**src/rtl/mask_gen_pkg.sv**
```systemverilog
// Shared types and frame geometry for the mask generator sequencer.
package mask_gen_pkg;

    typedef enum logic [1:0] {
        MT_SLIDE_R = 2'b00,
        MT_SLIDE_L = 2'b01,
        MT_RANDOM  = 2'b10,
        MT_REPEAT  = 2'b11
    } mask_type_e;

    typedef enum logic [2:0] {
        IDLE,
        GRST,
        LOAD,
        FETCH,
        HOLD
    } ctrl_state_e;

    localparam int VGA_ROWS = 480;
    localparam int VGA_COLS = 640;

endpackage

```
**src/rtl/mg_pattern_serializer.sv**
```systemverilog
// Shifts a W-bit word out LSB first, one bit per cycle, after a start pulse.
module mg_pattern_serializer #(
    parameter int W = 32
) (
    input  logic         clk,
    input  logic         rst,
    input  logic         start,
    input  logic [W-1:0] data,
    output logic         busy,
    output logic         bit_out,
    output logic         done
);

    localparam int CW = (W > 1) ? $clog2(W) : 1;

    logic [W-1:0]  sr;
    logic [CW-1:0] cnt;

    assign bit_out = sr[0];
    // done marks the cycle carrying the final bit, so the caller can leave on the same edge
    assign done    = busy && (cnt == CW'(W - 1));

    always_ff @(posedge clk or posedge rst) begin
        if (rst) begin
            sr   <= '0;
            cnt  <= '0;
            busy <= 1'b0;
        end else if (start) begin
            sr   <= data;
            cnt  <= '0;
            busy <= 1'b1;
        end else if (busy) begin
            sr  <= sr >> 1;
            cnt <= cnt + CW'(1);
            if (done) begin
                busy <= 1'b0;
            end
        end
    end

endmodule

```
**src/rtl/mask_gen_vga_ctrl.sv**
```systemverilog
// Sequences the VGA mask generator: config latch, soft reset, serial load, then one
// generator step per active line, reporting row readiness and underruns.
module mask_gen_vga_ctrl
    import mask_gen_pkg::*;
#(
    parameter int ROWS    = VGA_ROWS,
    parameter int PAT_LEN = 32
) (
    input  logic        clk,
    input  logic        rst,
    input  logic        cfg_valid,
    output logic        cfg_ready,
    input  logic [1:0]  cfg_mask_type,
    input  logic [4:0]  cfg_pattern_w,
    input  logic [7:0]  cfg_repeat,
    input  logic [31:0] cfg_pattern,
    input  logic        enable,
    input  logic        line_req,
    output logic        mg_rst_n,
    output logic        mg_clk_en,
    output logic        mg_load_pattern,
    output logic        mg_pattern,
    output logic [4:0]  mg_pattern_w,
    output logic [7:0]  mg_repeat,
    output logic [1:0]  mg_mask_type,
    input  logic        mg_rp_valid,
    output logic        row_ready,
    output logic [8:0]  row_idx,
    output logic        frame_done,
    output logic        err_underrun,
    output ctrl_state_e dbg_state
);

    // Config handshake: a transfer happens on a rising edge where cfg_valid and cfg_ready are
    // both high; cfg_ready is high only in IDLE, so a held cfg_valid waits for a frame boundary.
    ctrl_state_e state;
    logic [31:0] sh_pattern;
    logic        sh_valid;
    logic        rep_load;
    logic [8:0]  row_cnt;

    logic cfg_fire, line_acc, boundary, frame_stop, is_repeat;
    logic ser_start, ser_busy, ser_bit, ser_done;

    assign cfg_fire   = cfg_valid && cfg_ready;
    assign line_acc   = line_req && (state != IDLE);
    assign boundary   = line_acc && (row_cnt == 9'(ROWS - 1));
    assign frame_stop = !enable || cfg_valid;
    assign is_repeat  = (mg_mask_type == MT_REPEAT);
    assign ser_start  = (state == GRST) && !is_repeat;

    assign mg_load_pattern = rep_load || ser_busy;
    assign mg_pattern      = ser_busy && ser_bit;
    assign dbg_state       = state;

    mg_pattern_serializer #(.W(PAT_LEN)) u_ser (
        .clk     (clk),
        .rst     (rst),
        .start   (ser_start),
        .data    (sh_pattern[PAT_LEN-1:0]),
        .busy    (ser_busy),
        .bit_out (ser_bit),
        .done    (ser_done)
    );

    always_ff @(posedge clk or posedge rst) begin
        if (rst) begin
            state        <= IDLE;
            cfg_ready    <= 1'b1;
            mg_rst_n     <= 1'b0;
            mg_clk_en    <= 1'b0;
            rep_load     <= 1'b0;
            mg_pattern_w <= '0;
            mg_repeat    <= '0;
            mg_mask_type <= '0;
            sh_pattern   <= '0;
            sh_valid     <= 1'b0;
            row_ready    <= 1'b0;
            row_idx      <= '0;
            row_cnt      <= '0;
            frame_done   <= 1'b0;
            err_underrun <= 1'b0;
        end else begin
            frame_done <= 1'b0;
            rep_load   <= 1'b0;

            // Rows are counted in every non-IDLE state; only HOLD has a mask ready.
            if (line_acc) begin
                row_idx    <= row_cnt;
                row_cnt    <= boundary ? 9'd0 : row_cnt + 9'd1;
                frame_done <= boundary;
                if (state != HOLD) begin
                    err_underrun <= 1'b1;
                end
            end

            case (state)
                IDLE: begin
                    if (cfg_fire) begin
                        mg_mask_type <= cfg_mask_type;
                        mg_pattern_w <= cfg_pattern_w;
                        mg_repeat    <= cfg_repeat;
                        sh_pattern   <= cfg_pattern;
                        sh_valid     <= 1'b1;
                        err_underrun <= 1'b0;
                    end
                    if (enable && (sh_valid || cfg_fire)) begin
                        state     <= GRST;
                        cfg_ready <= 1'b0;
                        mg_rst_n  <= 1'b0;
                        mg_clk_en <= 1'b1;
                        row_cnt   <= '0;
                    end
                end
                GRST: begin
                    state    <= LOAD;
                    mg_rst_n <= 1'b1;
                    rep_load <= is_repeat;
                end
                LOAD: begin
                    if (is_repeat || ser_done) begin
                        state <= FETCH;
                    end
                end
                FETCH: begin
                    if (boundary && frame_stop) begin
                        state     <= IDLE;
                        cfg_ready <= 1'b1;
                        mg_rst_n  <= 1'b0;
                        mg_clk_en <= 1'b0;
                        row_ready <= 1'b0;
                    end else if (mg_rp_valid) begin
                        state     <= HOLD;
                        mg_clk_en <= 1'b0;
                        row_ready <= 1'b1;
                    end
                end
                HOLD: begin
                    if (boundary && frame_stop) begin
                        state     <= IDLE;
                        cfg_ready <= 1'b1;
                        mg_rst_n  <= 1'b0;
                        mg_clk_en <= 1'b0;
                        row_ready <= 1'b0;
                    end else if (line_req && !is_repeat) begin
                        // Repeated pattern is static: the mask stays frozen for the whole frame.
                        state     <= FETCH;
                        mg_clk_en <= 1'b1;
                        row_ready <= 1'b0;
                    end
                end
                default: begin
                    state <= IDLE;
                end
            endcase
        end
    end

    rows_fit_counter: assert property (@(posedge clk) disable iff (rst) (ROWS <= 512 && PAT_LEN <= 32));

endmodule

```
**config.mk**
```make
export PLATFORM = sky130hd
export DESIGN_NAME = mask_gen_vga_ctrl
export DESIGN_NICKNAME = d
export VERILOG_FILES = /design/src/rtl/mask_gen_pkg.sv /design/src/rtl/mg_pattern_serializer.sv /design/src/rtl/mask_gen_vga_ctrl.sv
export SDC_FILE = /design/constraint.sdc
export NUM_CORES = 1
export LEC_CHECK = 0
export ABC_AREA = 1
export BUFFER_PORTS_ARGS = -buffer_cell sky130_fd_sc_hd__buf_2
export CAP_MARGIN = 25
export CORE_MARGIN = 1
export CORE_UTILIZATION = 40
export CTS_CLUSTER_DIAMETER = 120
export DETAILED_ROUTE_END_ITERATION = 7
export PLACE_DENSITY = 0.65
export SLEW_MARGIN = 40
export SYNTH_ARGS = -nofsm -noshare
export SYNTH_HDL_FRONTEND = slang
export SYNTH_SLANG_ARGS = --single-unit
```
**constraint.sdc**
```tcl
create_clock -name clk -period 11.47 [get_ports clk]
set_clock_uncertainty 0.1 [all_clocks]
set_input_delay 2.294 -clock clk [delete_from_list [all_inputs] [get_ports clk]]
set_output_delay 2.294 -clock clk [all_outputs]
set_load 0.05 [all_outputs]
```
Yosys cells after proc, flatten, opt, wreduce, memory -nomap -nowiden
Cells that the tools add are included.
- latch bits: 0
- flip-flop bits (word level): 114
- logic and storage cells: 102
- bits in read-only memories: 0
- RAM bits: 0
- memories: 0
- output and inout port bits: 35
- bitwise operators: 0
- multiplexer cells: 40
- equal/unequal tests: 13
- order comparisons: 0
- shifts and indexed selects: 0
- $mul: 0
- add/sub/neg operators: 2
- divide/modulo/power cells: 0
- reduce and logical (&&, ||, !) cells: 29
- operators by type and width (cell ; count):
    32-bit 2-to-1 mux ; 2
    9-bit 2-to-1 mux ; 4
    1-bit 2-to-1 mux ; 21
    3-bit 2-to-1 mux ; 6
    3-bit case mux with 5 select lines ; 1
    5-bit 2-to-1 mux ; 2
    9-bit by 1-bit adder with 9-bit output, second input constant ; 1
    9-bit equality test, second input constant ; 1
    1-bit logical AND ; 9
    3-bit inequality test, second input constant ; 3
    3-bit AND reduction ; 3
    3-bit nonzero test ; 3
    4-bit AND reduction ; 2
    3-bit by 2-bit equality test with 1-bit output, second input constant ; 2
    1-bit case mux with 3 select lines ; 2
    2-bit nonzero test ; 3
    5-bit by 1-bit adder with 5-bit output, second input constant ; 1
    5-bit equality test, second input constant ; 1
    1-bit logical OR ; 4
    2-bit inequality test, second input constant ; 2
    1-bit case mux with 2 select lines ; 2
    3-bit by 1-bit equality test with 1-bit output, second input constant ; 1
    3-bit equality test, second input constant ; 1
    3-bit zero test ; 1
    other kinds (5) ; 6

Logic depth before layout (Yosys ltp)
- depth in word-level cells: 7
- mapped depth: 11
- gate-level depth less buffers: 11

Cells and area by module
Synthesis repeated with hierarchy kept, for this count alone.
- cells, all modules: 587
- area total of the unflattened synthesis: 4982.3 um^2
- modules (own cells, without submodules) (module ; area an instance (um^2) ; cells each ; instances):
    mask_gen_vga_ctrl ; 3254.4 ; 380 ; 1
    mg_pattern_serializer ; 1727.9 ; 207 ; 1

Worst setup path after synthesis
Ideal clock, no wire load.
- path kind: register to output
- start point: reg u_ser.busy
- end point: out mg_pattern
- cell stages (with the launch flop): 5
- buffers on the path: 2
- data arrival time: 1.185 ns
- path slack: 7.891 ns
- cell sequence: dfrtp_1 clkbuf_1 clkbuf_1 nand2_1 inv_1
- longest elaborated chain between the ends: 1
- RTL lines (item ; RTL line ; source):
    start, declared ; mg_pattern_serializer.sv:9 ; output logic busy,
    start signal, assigned ; mg_pattern_serializer.sv:27 ; busy <= 1'b0;
    start signal, assigned ; mg_pattern_serializer.sv:31 ; busy <= 1'b1;
    start signal, assigned ; mg_pattern_serializer.sv:36 ; busy <= 1'b0;
    1-bit logical AND ; mask_gen_vga_ctrl.sv:53 ; assign mg_pattern = ser_busy && ser_bit;
    end, declared ; mask_gen_vga_ctrl.sv:22 ; output logic mg_pattern,
Every way passes these cells.

Worst setup path in the final report
Ends and elaborated chain as after synthesis.

==> run summary <==
SYNTHESIS
----------------------------------------------------------------------------------
FFs w/ async S/R, synth                                                       100%
Number of distinct library cells after synthesis                                34
Net count after synthesis                                                      636
Synthesized area per cell                                               8.74 sq um
Sequential cell area fraction in the yosys report                            56.3%
Gate count of the mapped netlist                                               580
Most common flop cell mapped by yosys                                 sky130_fd_sc_hd__dfrtp_1
Flop and latch count out of synthesis                                          114
Post-Syn Area                                                           5070 sq um
Yosys warning count                                                              0
Post-synth EDFFs                                                                 0

SETUP PATH
----------------------------------------------------------------------------------
Crit-path slowest cell                                                sky130_fd_sc_hd__dfrtp_1
Start-to-end type of the worst setup path                                  reg2out
Startpoint type of the worst setup path                                  flip-flop
Kind of cell adding the most delay to the critical path               buffers and inverters
CP peak stage delay                                                         500 ps
Worst Path Buf+Inv                                                               3
Ordered cell list for the critical path                               buf_4 -> nand2_1 -> inv_1 -> buf_2
Critical Path Fanout Max                                                        16
Sort of element at the end of the critical path                       primary output
Critical Path AT                                                           1620 ps
CP Data Required Time                                                      9080 ps

PWR
----------------------------------------------------------------------------------
Clock network fraction of design power                                       31.3%
Switching share of power                                                     38.6%
Net switching power figure                                                0.676 mW
Power Internal                                                             1.07 mW
PwrDens                                                                281 nW/um^2
Largest vdd supply drop                                                   0.143 mV
Cell leakage power                                                         3.21 nW
Sequential Power Share                                                       36.0%
Comb power frac                                                              32.7%
Total power after layout                                                   1.75 mW

CLOCK TREE
----------------------------------------------------------------------------------
TritonCTS clock tree                                                           yes
TritonCTS buffer count                                                          17
Number of buffers on the longest clock path                                      2
Post-cts hold buffer count                                                       0
Latest clock arrival within the worst-skew pair                             410 ps
Clock-pin slew on the worst setup and hold paths                             50 ps
Clock root buffer                                                     sky130_fd_sc_hd__clkbuf_16
Clock tree sinks                                                               114
Maximum level of the CTS H-tree                                                  4
# Post-CTS Setup Buffers                                                         0
Number of cells upsized or downsized after cts                                   0

FINAL LAYOUT
----------------------------------------------------------------------------------
Filler cell count in the final layout                                         1164
Post-layout nets                                                               718
Post-Route Utilization                                                       51.2%
Summed area of non-filler cells in the final layout                     6220 sq um
Post-route insts no fill                                                       842
Share of cells above drive strength 1                                        22.6%
Area growth from synthesis to layout                                         22.8%
Antenna cells                                                                    0

PLACED DESIGN
----------------------------------------------------------------------------------
Cell area after placement                                               5610 sq um
Half-perimeter wire length of the detailed placement result                6980 um
Last weighted congestion value of the routability-driven placer              0.842
Number of buffers added on ports                                                87
Cells after DPL                                                                811

OUTCOME
----------------------------------------------------------------------------------
Run status                                                            finished, final reports clean

GRT
----------------------------------------------------------------------------------
Vias in the first global route                                                3963
Antenna violations before repair                                                 0
Pin count of the biggest net entering global routing                            70
Total global routing track utilization                                       18.2%
Wire length of the first global-routing pass                              18400 um
Final global-route overflow total                                                0

FLOORPLAN
----------------------------------------------------------------------------------
Die footprint                                                          13100 sq um
Top Ports                                                                       88
Floorplan die height                                                        115 um
Number of placement rows                                                        40
Initial cell density of the core                                             41.7%
Core Region                                                            12200 sq um
DIE WIDTH                                                                   115 um

JOB
----------------------------------------------------------------------------------
Max-cap violation count                                                          0

ROUTE
----------------------------------------------------------------------------------
Remaining DRCs                                                                   0
Vias per std cell                                                             4.84
First drt pass iteration count                                                   4
Remaining number of nets flagged by the antenna check after routing              0
Iteration-0 DRC count of the detailed router                                   216
Routed Wire Length                                                        10900 um
Overall via count from detail_route                                           4078
WL/cell                                                                    13.0 um

TIMING
----------------------------------------------------------------------------------
Max-Slew Margin vs Limit                                                     48.2%
Slew of the pin with the lowest slew margin                                 777 ps
Final Setup Violations                                                           0
Final hold violations                                                            0
Setup_tns                                                                     0 ps
Unrepaired setup endpoints after global routing                                 no
Time the final worst path needs with I/O delays and setup                  4010 ps
Max Freq                                                                   249 MHz
Final period utilization                                                     35.0%
Max-slew violation count                                                         0

HOLD PATH
----------------------------------------------------------------------------------
Path type of the worst min-delay path                                      reg2reg

kinds of logic after synthesis:
group / Yosys count / synth area share [%]
xor+xnor: 2 / 0.346
buf+inv: 80 / 6.59
simple gates: 323 / 28.2
flops: 114 / 56.3
fa+ha+maj: 3 / 0.741
compound gates: 58 / 7.78
cell usage after synthesis (5+ instances only):
cell type	instances	area, sq um
sky130_fd_sc_hd__nand2_1	233	875
sky130_fd_sc_hd__o311ai_1	5	43.8
sky130_fd_sc_hd__o211ai_1	15	113
sky130_fd_sc_hd__a21oi_1	9	45.0
sky130_fd_sc_hd__clkbuf_1	9	33.8
sky130_fd_sc_hd__o21ai_0	13	65.1
sky130_fd_sc_hd__buf_2	12	60.1
sky130_fd_sc_hd__nor2_1	14	52.6
sky130_fd_sc_hd__o311ai_0	10	87.6
sky130_fd_sc_hd__nand4_1	5	31.3
sky130_fd_sc_hd__nand3_1	45	225
sky130_fd_sc_hd__buf_4	5	37.5
sky130_fd_sc_hd__dfrtp_1	113	2830
sky130_fd_sc_hd__inv_1	46	173
sky130_fd_sc_hd__inv_2	6	22.5
per-stage QoR:
stage / worst slack, ps / hold slack [ps]
3_5_place_dp: 7490 / 358
3_3_place_gp: 7570 / 350
2_1_floorplan: 6060 / 322
6_report: 7460 / 368
5_1_grt: 7370 / 393
4_1_cts: 7450 / 372
final timing paths:
check                           startpoint              end  slack, ps  cells after the start
max in group asynchronous              rst    sh_pattern[7]       8410                      3
max reg2reg                     u_ser.busy     u_ser.sr[25]       9130                      4
min in group asynchronous              rst       row_idx[0]       1850                      2
min                        mg_pattern_w[4]  mg_pattern_w[4]        370                      2
max                             u_ser.busy       mg_pattern       7460                      4
min reg2reg                mg_pattern_w[4]  mg_pattern_w[4]        370                      2
worst reg2reg max path, delay by kind of cell, from the launching register on:
family                 cells  cell delay, ps
AO/OA/AOI/OAI              1             380
buffers and inverters      2             690
flip-flops                 1             480
AND/OR/NAND/NOR            1             600
per-layer routing:
| layer | up-vias | share of wire (%) | track usage [%] |
|---|---|---|---|
| met5 | - | 0 | 0 |
| met4 | 0 | 1.4 | 6.67 |
| met3 | 13 | 5.2 | 5.77 |
| met2 | 109 | 46 | 28.2 |
| met1 | 1928 | 48 | 23.9 |
| li1 | 2028 | - | - |
cell usage in the layout (no fill, tap or decap), types with 2 or more instances in the layout:
cell,synthesis,layout
sky130_fd_sc_hd__a21oi_1,9,9
sky130_fd_sc_hd__a31oi_1,3,3
sky130_fd_sc_hd__buf_2,12,87
sky130_fd_sc_hd__buf_4,5,3
sky130_fd_sc_hd__bufinv_16,0,4
sky130_fd_sc_hd__clkbuf_16,0,17
sky130_fd_sc_hd__clkinv_2,0,2
sky130_fd_sc_hd__clkinvlp_4,0,5
sky130_fd_sc_hd__dfrtp_1,113,113
sky130_fd_sc_hd__ha_1,3,3
sky130_fd_sc_hd__inv_1,46,45
sky130_fd_sc_hd__inv_2,6,6
sky130_fd_sc_hd__nand2_1,233,233
sky130_fd_sc_hd__nand2_2,3,3
sky130_fd_sc_hd__nand2_4,3,3
sky130_fd_sc_hd__nand3_1,45,45
sky130_fd_sc_hd__nand3_4,3,3
sky130_fd_sc_hd__nand4_1,5,5
sky130_fd_sc_hd__nor2_1,14,14
sky130_fd_sc_hd__nor2_2,3,3
sky130_fd_sc_hd__nor2_4,2,2
sky130_fd_sc_hd__nor3_1,3,3
sky130_fd_sc_hd__nor3_2,3,3
sky130_fd_sc_hd__o211ai_1,15,15
sky130_fd_sc_hd__o21ai_0,13,13
sky130_fd_sc_hd__o311ai_0,10,10
sky130_fd_sc_hd__o311ai_1,5,5
sky130_fd_sc_hd__or2_2,3,3
sky130_fd_sc_hd__xor2_1,2,2
power by group through the flow:
stage	sequential [mW]	combinational, mW	clock [mW]
6_report	0.630	0.573	0.547
5_1_grt	0.647	0.640	0.574
4_1_cts	0.629	0.580	0.555
3_5_place_dp	0.632	0.577	0
3_3_place_gp	0.630	0.557	0
2_1_floorplan	0.755	0.326	0
final cells by class:
cell class,instances,area [sq um],share of cell area [%]
tap,168,210,3.38
clock buffer,18,429,6.89
clock inverter,13,185,2.97
multi-input combinational,386,1880,30.2
inverter,52,198,3.18
timing repair buffer,91,469,7.54
sequential,114,2850,45.8
flip-flops by register name, indices dropped and copies added (netlist names), 3 cells and up:
signal        count
sh_pattern       32
mg_pattern_w      5
row_idx           9
mg_repeat         8
u_ser.sr         32
dbg_state         3
u_ser.cnt         5
row_cnt           9
No activity file was read; power rests on OpenSTA's default activity.
